===== src/rtl/piezo_tone_sequencer_pkg.sv =====
`default_nettype none
// ============================================================================
// Module   : piezo_tone_sequencer_pkg
// Brief    : Shared cue IDs, FSM states, note half-periods and ROM entry type
//            for the piezo tone sequencer.
// Revision : 1.0 - initial release
// ============================================================================
package piezo_tone_sequencer_pkg;

   localparam int c_half_w = 18;
   localparam int c_dur_w  = 10;

   // Cue IDs; the numeric value is also the arbitration priority
   localparam logic [2:0] c_cue_none    = 3'd0;
   localparam logic [2:0] c_cue_click   = 3'd1;
   localparam logic [2:0] c_cue_correct = 3'd2;
   localparam logic [2:0] c_cue_fail    = 3'd3;
   localparam logic [2:0] c_cue_clear   = 3'd4;
   localparam logic [2:0] c_cue_explode = 3'd5;

   // main_fsm states that trigger the end-of-game jingles
   localparam logic [2:0] c_st_cleared  = 3'd5;
   localparam logic [2:0] c_st_exploded = 3'd6;

   // Half-periods in 50 MHz clock cycles
   localparam logic [c_half_w-1:0] c_half_2khz  = 18'd12500;
   localparam logic [c_half_w-1:0] c_half_c5    = 18'd47801;
   localparam logic [c_half_w-1:0] c_half_e5    = 18'd37936;
   localparam logic [c_half_w-1:0] c_half_g5    = 18'd31888;
   localparam logic [c_half_w-1:0] c_half_c6    = 18'd23878;
   localparam logic [c_half_w-1:0] c_half_e6    = 18'd18954;
   localparam logic [c_half_w-1:0] c_half_400hz = 18'd62500;
   localparam logic [c_half_w-1:0] c_half_200hz = 18'd125000;

   typedef enum logic [1:0] {
      ST_IDLE = 2'd0,
      ST_LOAD = 2'd1,
      ST_PLAY = 2'd2,
      ST_GAP  = 2'd3
   } state_t;

   typedef struct packed {
      logic [c_half_w-1:0] half;
      logic [c_dur_w-1:0]  dur;
      logic                last;
   } note_t;

   function automatic note_t mk_note(input logic [c_half_w-1:0] half,
                                     input logic [c_dur_w-1:0]  dur,
                                     input logic                last);
      note_t n;
      n.half = half;
      n.dur  = dur;
      n.last = last;
      return n;
   endfunction

endpackage
`default_nettype wire


===== src/rtl/piezo_tone_sequencer_if.sv =====
`default_nettype none
// ============================================================================
// Module   : piezo_tone_sequencer_if
// Brief    : Game-status inputs and buzzer/status outputs of the sequencer.
// Revision : 1.0 - initial release
// ============================================================================
interface piezo_tone_sequencer_if;
   logic [2:0] current_state;
   logic       key_pulse;
   logic       correct_pulse;
   logic       fail_pulse;
   logic       warn_active;
   logic       warn_tone;
   logic       mute;
   logic       piezo_out;
   logic       busy;
   logic [2:0] cue_id;

   modport master (
      output current_state, key_pulse, correct_pulse, fail_pulse,
             warn_active, warn_tone, mute,
      input  piezo_out, busy, cue_id
   );

   modport slave (
      input  current_state, key_pulse, correct_pulse, fail_pulse,
             warn_active, warn_tone, mute,
      output piezo_out, busy, cue_id
   );
endinterface
`default_nettype wire


===== src/rtl/piezo_tone_sequencer_cue_rom.sv =====
`default_nettype none
// ============================================================================
// Module   : piezo_tone_sequencer_cue_rom
// Brief    : Combinational note ROM, {cue, index} -> {half, dur, last}.
// Revision : 1.0 - initial release
// ============================================================================
module piezo_tone_sequencer_cue_rom
   import piezo_tone_sequencer_pkg::*;
(
   input  wire logic [2:0] cue_i,
   input  wire logic [1:0] idx_i,
   output note_t           note_o
);

   // Decode the cue/index pair; unused slots are a one-tick terminal rest
   always_comb begin
      note_o = mk_note('0, 10'd1, 1'b1);
      case ({cue_i, idx_i})
         {c_cue_click,   2'd0}: note_o = mk_note(c_half_2khz,  10'd20,   1'b1);
         {c_cue_correct, 2'd0}: note_o = mk_note(c_half_c6,    10'd100,  1'b0);
         {c_cue_correct, 2'd1}: note_o = mk_note(c_half_e6,    10'd100,  1'b1);
         {c_cue_fail,    2'd0}: note_o = mk_note(c_half_400hz, 10'd150,  1'b0);
         {c_cue_fail,    2'd1}: note_o = mk_note(c_half_200hz, 10'd250,  1'b1);
         {c_cue_clear,   2'd0}: note_o = mk_note(c_half_c5,    10'd120,  1'b0);
         {c_cue_clear,   2'd1}: note_o = mk_note(c_half_e5,    10'd120,  1'b0);
         {c_cue_clear,   2'd2}: note_o = mk_note(c_half_g5,    10'd120,  1'b0);
         {c_cue_clear,   2'd3}: note_o = mk_note(c_half_c6,    10'd120,  1'b1);
         {c_cue_explode, 2'd0}: note_o = mk_note(c_half_200hz, 10'd1000, 1'b1);
         default:               note_o = mk_note('0, 10'd1, 1'b1);
      endcase
   end

endmodule
`default_nettype wire


===== src/rtl/piezo_tone_sequencer.sv =====
`default_nettype none
// ============================================================================
// Module   : piezo_tone_sequencer
// Brief    : Priority-arbitrated audio cue player driving the piezo buzzer,
//            with event-1 warning pass-through and mute.
// Revision : 1.0 - initial release
// ============================================================================
module piezo_tone_sequencer
   import piezo_tone_sequencer_pkg::*;
#(
   parameter int TICK_DIV   = 50_000,
   parameter int TONE_SHIFT = 0,
   parameter int GAP_TICKS  = 5
) (
   input wire logic              clk,
   input wire logic              rst,
   piezo_tone_sequencer_if.slave snd_if
);

   localparam int          PRE_W      = (TICK_DIV > 1) ? $clog2(TICK_DIV) : 1;
   localparam logic [31:0] c_pre_last = 32'(TICK_DIV - 1);
   localparam logic [31:0] c_gap_tks  = 32'(GAP_TICKS);

   state_t              state_q, state_d;
   logic [2:0]          cue_q, cue_d;
   logic [1:0]          idx_q, idx_d;
   logic [c_half_w-1:0] half_q, half_d;
   logic [c_dur_w-1:0]  dur_q, dur_d;
   logic                last_q, last_d;
   logic                rest_q, rest_d;
   logic [c_half_w-1:0] tone_cnt_q, tone_cnt_d;
   logic                tone_q, tone_d;
   logic [PRE_W-1:0]    pre_q, pre_d;
   logic [c_dur_w-1:0]  tick_q, tick_d;
   logic [2:0]          prev_state_q;
   logic                piezo_q;

   note_t               w_note;
   logic [c_half_w-1:0] w_half_shift;
   logic [c_half_w-1:0] w_half_eff;
   logic [2:0]          w_req_id;
   logic                w_accept;
   logic                w_pre_wrap;
   logic                w_play_done;
   logic                w_gap_done;

   piezo_tone_sequencer_cue_rom u_rom (
      .cue_i  (cue_q),
      .idx_i  (idx_q),
      .note_o (w_note)
   );

   // Scale the ROM half-period and never let it reach zero (rests are flagged separately)
   assign w_half_shift = w_note.half >> TONE_SHIFT;
   assign w_half_eff   = (w_half_shift == '0) ? {{(c_half_w-1){1'b0}}, 1'b1} : w_half_shift;

   assign w_pre_wrap  = (32'(pre_q) == c_pre_last);
   assign w_play_done = ((32'(tick_q) + 32'd1) >= 32'(dur_q));
   assign w_gap_done  = ((32'(tick_q) + 32'd1) >= c_gap_tks);

   // Pick the highest-priority request this cycle; preempt only strictly lower cues
   always_comb begin
      w_req_id = c_cue_none;
      if (snd_if.key_pulse)     w_req_id = c_cue_click;
      if (snd_if.correct_pulse) w_req_id = c_cue_correct;
      if (snd_if.fail_pulse)    w_req_id = c_cue_fail;
      if ((snd_if.current_state == c_st_cleared) && (prev_state_q != c_st_cleared))
         w_req_id = c_cue_clear;
      if ((snd_if.current_state == c_st_exploded) && (prev_state_q != c_st_exploded))
         w_req_id = c_cue_explode;
      w_accept = (w_req_id > cue_q);
   end

   // Sequencer next-state: note fetch, tone toggling, duration and gap timing
   always_comb begin
      state_d    = state_q;
      cue_d      = cue_q;
      idx_d      = idx_q;
      half_d     = half_q;
      dur_d      = dur_q;
      last_d     = last_q;
      rest_d     = rest_q;
      tone_cnt_d = tone_cnt_q;
      tone_d     = tone_q;
      pre_d      = pre_q;
      tick_d     = tick_q;

      case (state_q)
         ST_IDLE: begin
            tone_d = 1'b0;
         end
         ST_LOAD: begin
            half_d     = w_half_eff;
            dur_d      = w_note.dur;
            last_d     = w_note.last;
            rest_d     = (w_note.half == '0);
            tone_d     = 1'b0;
            tone_cnt_d = '0;
            pre_d      = '0;
            tick_d     = '0;
            state_d    = ST_PLAY;
         end
         ST_PLAY: begin
            if (!rest_q) begin
               if (tone_cnt_q == (half_q - {{(c_half_w-1){1'b0}}, 1'b1})) begin
                  tone_cnt_d = '0;
                  tone_d     = ~tone_q;
               end else begin
                  tone_cnt_d = tone_cnt_q + {{(c_half_w-1){1'b0}}, 1'b1};
               end
            end
            if (w_pre_wrap) begin
               pre_d = '0;
               if (w_play_done) begin
                  tone_d  = 1'b0;
                  tick_d  = '0;
                  state_d = ST_GAP;
               end else begin
                  tick_d = tick_q + 10'd1;
               end
            end else begin
               pre_d = pre_q + PRE_W'(1);
            end
         end
         ST_GAP: begin
            tone_d = 1'b0;
            if (w_pre_wrap) begin
               pre_d = '0;
               if (w_gap_done) begin
                  tick_d = '0;
                  if (last_q) begin
                     cue_d   = c_cue_none;
                     idx_d   = '0;
                     state_d = ST_IDLE;
                  end else begin
                     idx_d   = idx_q + 2'd1;
                     state_d = ST_LOAD;
                  end
               end else begin
                  tick_d = tick_q + 10'd1;
               end
            end else begin
               pre_d = pre_q + PRE_W'(1);
            end
         end
         default: state_d = ST_IDLE;
      endcase

      // An accepted request restarts from the first note of the new cue
      if (w_accept) begin
         cue_d      = w_req_id;
         idx_d      = '0;
         tone_d     = 1'b0;
         tone_cnt_d = '0;
         state_d    = ST_LOAD;
      end
   end

   // Sequencer state register
   always_ff @(posedge clk) begin
      if (rst) begin
         state_q    <= ST_IDLE;
         cue_q      <= c_cue_none;
         idx_q      <= '0;
         half_q     <= '0;
         dur_q      <= '0;
         last_q     <= 1'b0;
         rest_q     <= 1'b0;
         tone_cnt_q <= '0;
         tone_q     <= 1'b0;
         pre_q      <= '0;
         tick_q     <= '0;
      end else begin
         state_q    <= state_d;
         cue_q      <= cue_d;
         idx_q      <= idx_d;
         half_q     <= half_d;
         dur_q      <= dur_d;
         last_q     <= last_d;
         rest_q     <= rest_d;
         tone_cnt_q <= tone_cnt_d;
         tone_q     <= tone_d;
         pre_q      <= pre_d;
         tick_q     <= tick_d;
      end
   end

   // Previous main_fsm state for edge detection, and the registered output mux
   // (fed from tone_d so the buzzer pin toggles on the same edge as the tone)
   always_ff @(posedge clk) begin
      if (rst) begin
         prev_state_q <= 3'd0;
         piezo_q      <= 1'b0;
      end else begin
         prev_state_q <= snd_if.current_state;
         if (snd_if.mute)
            piezo_q <= 1'b0;
         else if (snd_if.warn_active)
            piezo_q <= snd_if.warn_tone;
         else
            piezo_q <= tone_d;
      end
   end

   assign snd_if.piezo_out = piezo_q;
   assign snd_if.busy      = (cue_q != c_cue_none);
   assign snd_if.cue_id    = cue_q;

endmodule
`default_nettype wire

===== src/flat_wrapper.sv =====
// flat-port wrapper written by rule: the top's interface ports become plain ports
module piezo_tone_sequencer_flat import piezo_tone_sequencer_pkg::*;
#(
   parameter int TICK_DIV   = 50_000,
   parameter int TONE_SHIFT = 0,
   parameter int GAP_TICKS  = 5
)
  (clk, rst, snd_if_current_state, snd_if_key_pulse, snd_if_correct_pulse, snd_if_fail_pulse, snd_if_warn_active, snd_if_warn_tone, snd_if_mute, snd_if_piezo_out, snd_if_busy, snd_if_cue_id);
  piezo_tone_sequencer_if snd_if_i ();
  input wire logic clk;
  input wire logic rst;
  input wire logic [$bits(snd_if_i.current_state)-1:0] snd_if_current_state;
  input wire logic [$bits(snd_if_i.key_pulse)-1:0] snd_if_key_pulse;
  input wire logic [$bits(snd_if_i.correct_pulse)-1:0] snd_if_correct_pulse;
  input wire logic [$bits(snd_if_i.fail_pulse)-1:0] snd_if_fail_pulse;
  input wire logic [$bits(snd_if_i.warn_active)-1:0] snd_if_warn_active;
  input wire logic [$bits(snd_if_i.warn_tone)-1:0] snd_if_warn_tone;
  input wire logic [$bits(snd_if_i.mute)-1:0] snd_if_mute;
  output wire logic [$bits(snd_if_i.piezo_out)-1:0] snd_if_piezo_out;
  output wire logic [$bits(snd_if_i.busy)-1:0] snd_if_busy;
  output wire logic [$bits(snd_if_i.cue_id)-1:0] snd_if_cue_id;
  assign snd_if_i.current_state = snd_if_current_state;
  assign snd_if_i.key_pulse = snd_if_key_pulse;
  assign snd_if_i.correct_pulse = snd_if_correct_pulse;
  assign snd_if_i.fail_pulse = snd_if_fail_pulse;
  assign snd_if_i.warn_active = snd_if_warn_active;
  assign snd_if_i.warn_tone = snd_if_warn_tone;
  assign snd_if_i.mute = snd_if_mute;
  assign snd_if_piezo_out = snd_if_i.piezo_out;
  assign snd_if_busy = snd_if_i.busy;
  assign snd_if_cue_id = snd_if_i.cue_id;
  piezo_tone_sequencer #(.TICK_DIV(TICK_DIV), .TONE_SHIFT(TONE_SHIFT), .GAP_TICKS(GAP_TICKS)) u_core (.clk(clk), .rst(rst), .snd_if(snd_if_i));
endmodule

===== config.mk =====
export PLATFORM = sky130hd
export DESIGN_NAME = piezo_tone_sequencer_flat
export DESIGN_NICKNAME = d
export VERILOG_FILES = /design/src/rtl/piezo_tone_sequencer_pkg.sv /design/src/rtl/piezo_tone_sequencer_if.sv /design/src/rtl/piezo_tone_sequencer_cue_rom.sv /design/src/rtl/piezo_tone_sequencer.sv /design/src/flat_wrapper.sv
export SDC_FILE = /design/constraint.sdc
export NUM_CORES = 1
export LEC_CHECK = 0
export CAP_MARGIN = 20
export CELL_PAD_IN_SITES_DETAIL_PLACEMENT = 0
export CELL_PAD_IN_SITES_GLOBAL_PLACEMENT = 1
export CORE_MARGIN = 2
export CORE_UTILIZATION = 42
export DETAILED_ROUTE_END_ITERATION = 10
export HOLD_SLACK_MARGIN = 0.06
export PLACE_DENSITY_LB_ADDON = 0.1
export SYNTH_ARGS = -nofsm -noshare
export SYNTH_HDL_FRONTEND = slang
export SYNTH_HIERARCHICAL = 1
export SYNTH_SLANG_ARGS = --single-unit

===== constraint.sdc =====
create_clock -name clk -period 3.2 [get_ports clk]
set_clock_uncertainty 0.1 [all_clocks]
set_input_delay 0.48 -clock clk [delete_from_list [all_inputs] [get_ports clk]]
set_output_delay 0.48 -clock clk [all_outputs]
set_load 0.05 [all_outputs]

==> impl_metrics.py <==
metrics = {
    "outcome": {
        "outcome": "finished clean",
    },
    "sta": {
        "max_slew_margin_pct": 51.6,
        "worst_hold_slack_ns": 0.354,
        "rsz0062_at_grt": "true",
        "period_share_pct": 95.0,
        "final.setup.worst_slack_ns": 0.161,
        "period_minus_slack_ns": 3.04,
        "hold_viol": 0,
        "finalMaxSlewViolations": 0,
        "worst_pin_slew_ns": 0.720,
        "max_freq_ghz": 0.329,
        "setup_viol": 0,
    },
    "placement": {
        "io_buffers": 15,
        "pre_cts_slack_ns": -0.162,
        "post-dp-hpwl_um": 10100,
        "place_congestion": 0.846,
        "place_inst": 893,
    },
    "grt": {
        "grt_max_degree": 28,
        "grt_pass1_wl_um": 23000,
        "grt_pass1_vias": 4630,
        "antenna_found_initial": 0,
        "track_usage_pct": 21.4,
        "grt-ovfl-total": 0,
    },
    "final_layout": {
        "syn_to_final_growth_pct": 17.4,
        "fillerInstances": 1280,
        "multi_input_area_mm2": 0.00342,
        "layout.nets": 767,
        "layout.cells.non_filler": 915,
        "layout_common_cells": "90 x nand2_1, 84 x dfxtp_1, 77 x nor2_1",
        "diodes": 0,
        "post_route_cells_drive_above_1_share_pct": 12.5,
        "final_common_cell": "nand2_1",
        "regArea_mm2": 0.00173,
    },
    "route": {
        "wl_per_cell_um": 15.3,
        "drt_wl_total_um": 14000,
        "via_per_inst": 5.52,
        "dr.pass1.iters": 5,
        "vias": 5048,
        "drc": 0,
        "drtIter0Drc": 305,
        "detail-route-antenna-nets": 0,
    },
    "critical_path": {
        "rrSetupSlack_ns": 0.16,
        "max_stage_delay_ns": 0.35,
        "start_kind": "register",
        "critPathSlowestCell": "dfxtp_1",
        "cpLargestDelayFamily": "compound AO/OA/AOI/OAI gates",
        "endpoint_kind": "register",
        "crit_chain": "and3_4 -> and3_4 -> nand3_2 -> xnor2_2 -> ha_1 -> a21oi_1 -> nor2b_1 -> o21ai_0 -> o311ai_0 -> buf_4 -> o21ba_2 -> nor2_1 -> buf_4 -> inv_1 -> o41ai_1",
        "crit_type": "register to register",
        "required_ns": 3.35,
        "cp_num_buf_inv": 3,
        "worst_ep_arrival_time_ns": 3.19,
        "critPathMaxFanout": 6,
    },
    "floorplanning": {
        "rows": 41,
        "dieArea_mm2": 0.0137,
        "initial_core_util_pct": 42.8,
        "core-area_mm2": 0.0125,
        "io_pins": 16,
        "die_w_um": 117,
        "fp.dieH_um": 117,
    },
    "synth": {
        "synthFlopType": "dfxtp_1",
        "async_flop_share_pct": 0,
        "synth_cells": 706,
        "ys_warn_count": 6,
        "syn_avg_cell_area_um2": 7.60,
        "ys_seq_area_share_pct": 32.1,
        "synth_cell_types": 65,
        "syn_area_mm2": 0.00536,
        "ys_ff_latch": 86,
        "synth_edf_count": 0,
        "synthesis.nets": 735,
    },
    "worst_hold_path": {
        "hp-class": "register to register",
    },
    "clock_tree": {
        "clkSlewWorstSetupHoldPaths_ns": 0.06,
        "cts.sinks": 86,
        "cts_made_buffers": 9,
        "root_buffer": "clkbuf_16",
        "cts_buffer_depth": 2,
        "clk_latency_ns": 0.35,
        "cts_tree": "done",
        "cts_max_level": 3,
    },
    "job": {
        "cap_violations": 0,
    },
    "power_and_ir_drop": {
        "cellPowerDensity_mw_per_mm2": 595,
        "total_power_mw": 3.75,
        "cellLeakagePower_nw": 2.38,
        "peakVddDrop_mv": 0.317,
    },
}
## logic make-up after synthesis
logic type      synth area share, %
simple gates                   30.4
compound gates                 20.8
flops                          32.1
buf+inv                        5.55
xor+xnor                       6.04
fa+ha+maj                      4.20
mux                           0.770
other cells                  0.0699
## layout make-up
cell class                 count  area share [%]
timing repair buffer          64            8.54
multi-input combinational    553            54.4
clock buffer                  12            4.07
tap                          172            3.42
inverter                      24            1.43
clock inverter                 4           0.715
sequential                    86            27.5
## tightest hold or removal path: cells and delay by family, from the launching register on
| kind | cells | cell delay (ns) |
|---|---|---|
| flops | 1 | 0.31 |
| simple gates | 1 | 0.05 |
| compound gates | 1 | 0.05 |
## worst paths after layout
check	startpoint	cells past startpoint	endpoint
hold reg to reg	u_core/dur_q[4]$_SDFFE_PP0P_	2	u_core/dur_q[4]$_SDFFE_PP0P_
setup reg to reg	u_core/tick_q[4]$_SDFFE_PP0P_	15	u_core/tick_q[2]$_SDFFE_PP0P_
hold / removal	u_core/dur_q[4]$_SDFFE_PP0P_	2	u_core/dur_q[4]$_SDFFE_PP0P_
setup / recovery	u_core/tick_q[4]$_SDFFE_PP0P_	15	u_core/tick_q[2]$_SDFFE_PP0P_
## timing repair
item | CTS | global route
pin swaps | 1 | 4
setup endpoints to repair | 9 | 33
resized for setup | 0 | 17
cloned | 1 | 0
buffers inserted | 0 | 5
hold buffers | 0 | 0
## Yosys cell counts, types with 5 or more instances
| master | instances | area, µm² |
|---|---|---|
| nand2_1 | 91 | 342 |
| dfxtp_1 | 86 | 1720 |
| nor2_1 | 77 | 289 |
| a21oi_1 | 51 | 255 |
| clkbuf_1 | 31 | 116 |
| a31oi_1 | 28 | 175 |
| o21ai_0 | 27 | 135 |
| xnor2_1 | 25 | 219 |
| inv_1 | 24 | 90.1 |
| nor3_1 | 23 | 115 |
| and3_1 | 22 | 138 |
| a22oi_1 | 21 | 158 |
| nand3_1 | 20 | 100 |
| ha_1 | 18 | 225 |
| nand3b_1 | 13 | 97.6 |
| nor2b_1 | 12 | 75.1 |
| xor2_1 | 12 | 105 |
| nor4_1 | 11 | 68.8 |
| or3_1 | 9 | 56.3 |
| nand2b_1 | 5 | 31.3 |
| nor4b_1 | 5 | 43.8 |
| or2_2 | 5 | 31.3 |
| or4_1 | 5 | 37.5 |
## sequential cells by signal (all words and copies together) (netlist names)
register,cells
u_core/snd_if.piezo_out,1
u_core/pre_q,16
u_core/dur_q,10
u_core/prev_state_q,3
u_core/tone_cnt_q,18
u_core/idx_q,2
u_core/last_q,1
u_core/tick_q,10
u_core/rest_q,1
u_core/state_q,2
u_core/half_q,18
u_core/snd_if.cue_id,3
u_core/tone_q,1
## layer usage
layer | global-route usage, % | vias to the layer above | share of wire, % | routed length [µm]
met5 | 0 | - | 0 | 0
met4 | 5.10 | 0 | 0.96 | 134
met3 | 4.63 | 12 | 3.5 | 491
met1 | 29.8 | 2351 | 51 | 7110
met2 | 33.8 | 77 | 45 | 6230
li1 | - | 2608 | - | -
## report_power, final
group	switching (mW)	total, mW	internal, mW
logic	0.861	1.47	0.608
registers	0.0811	1.21	1.13
clock network	0.423	1.07	0.644
## stage by stage
step	utilization [%]	TNS, ns	area, µm²
floorplan	-	0	5360
global placement	46.8	-0.900	5860
detailed placement	46.8	-2.28	5860
CTS	49.3	0	6170
global route	50.3	-0.0393	6300
finish	50.3	0	6300
Note: power is estimated with default switching activity, not from simulation.
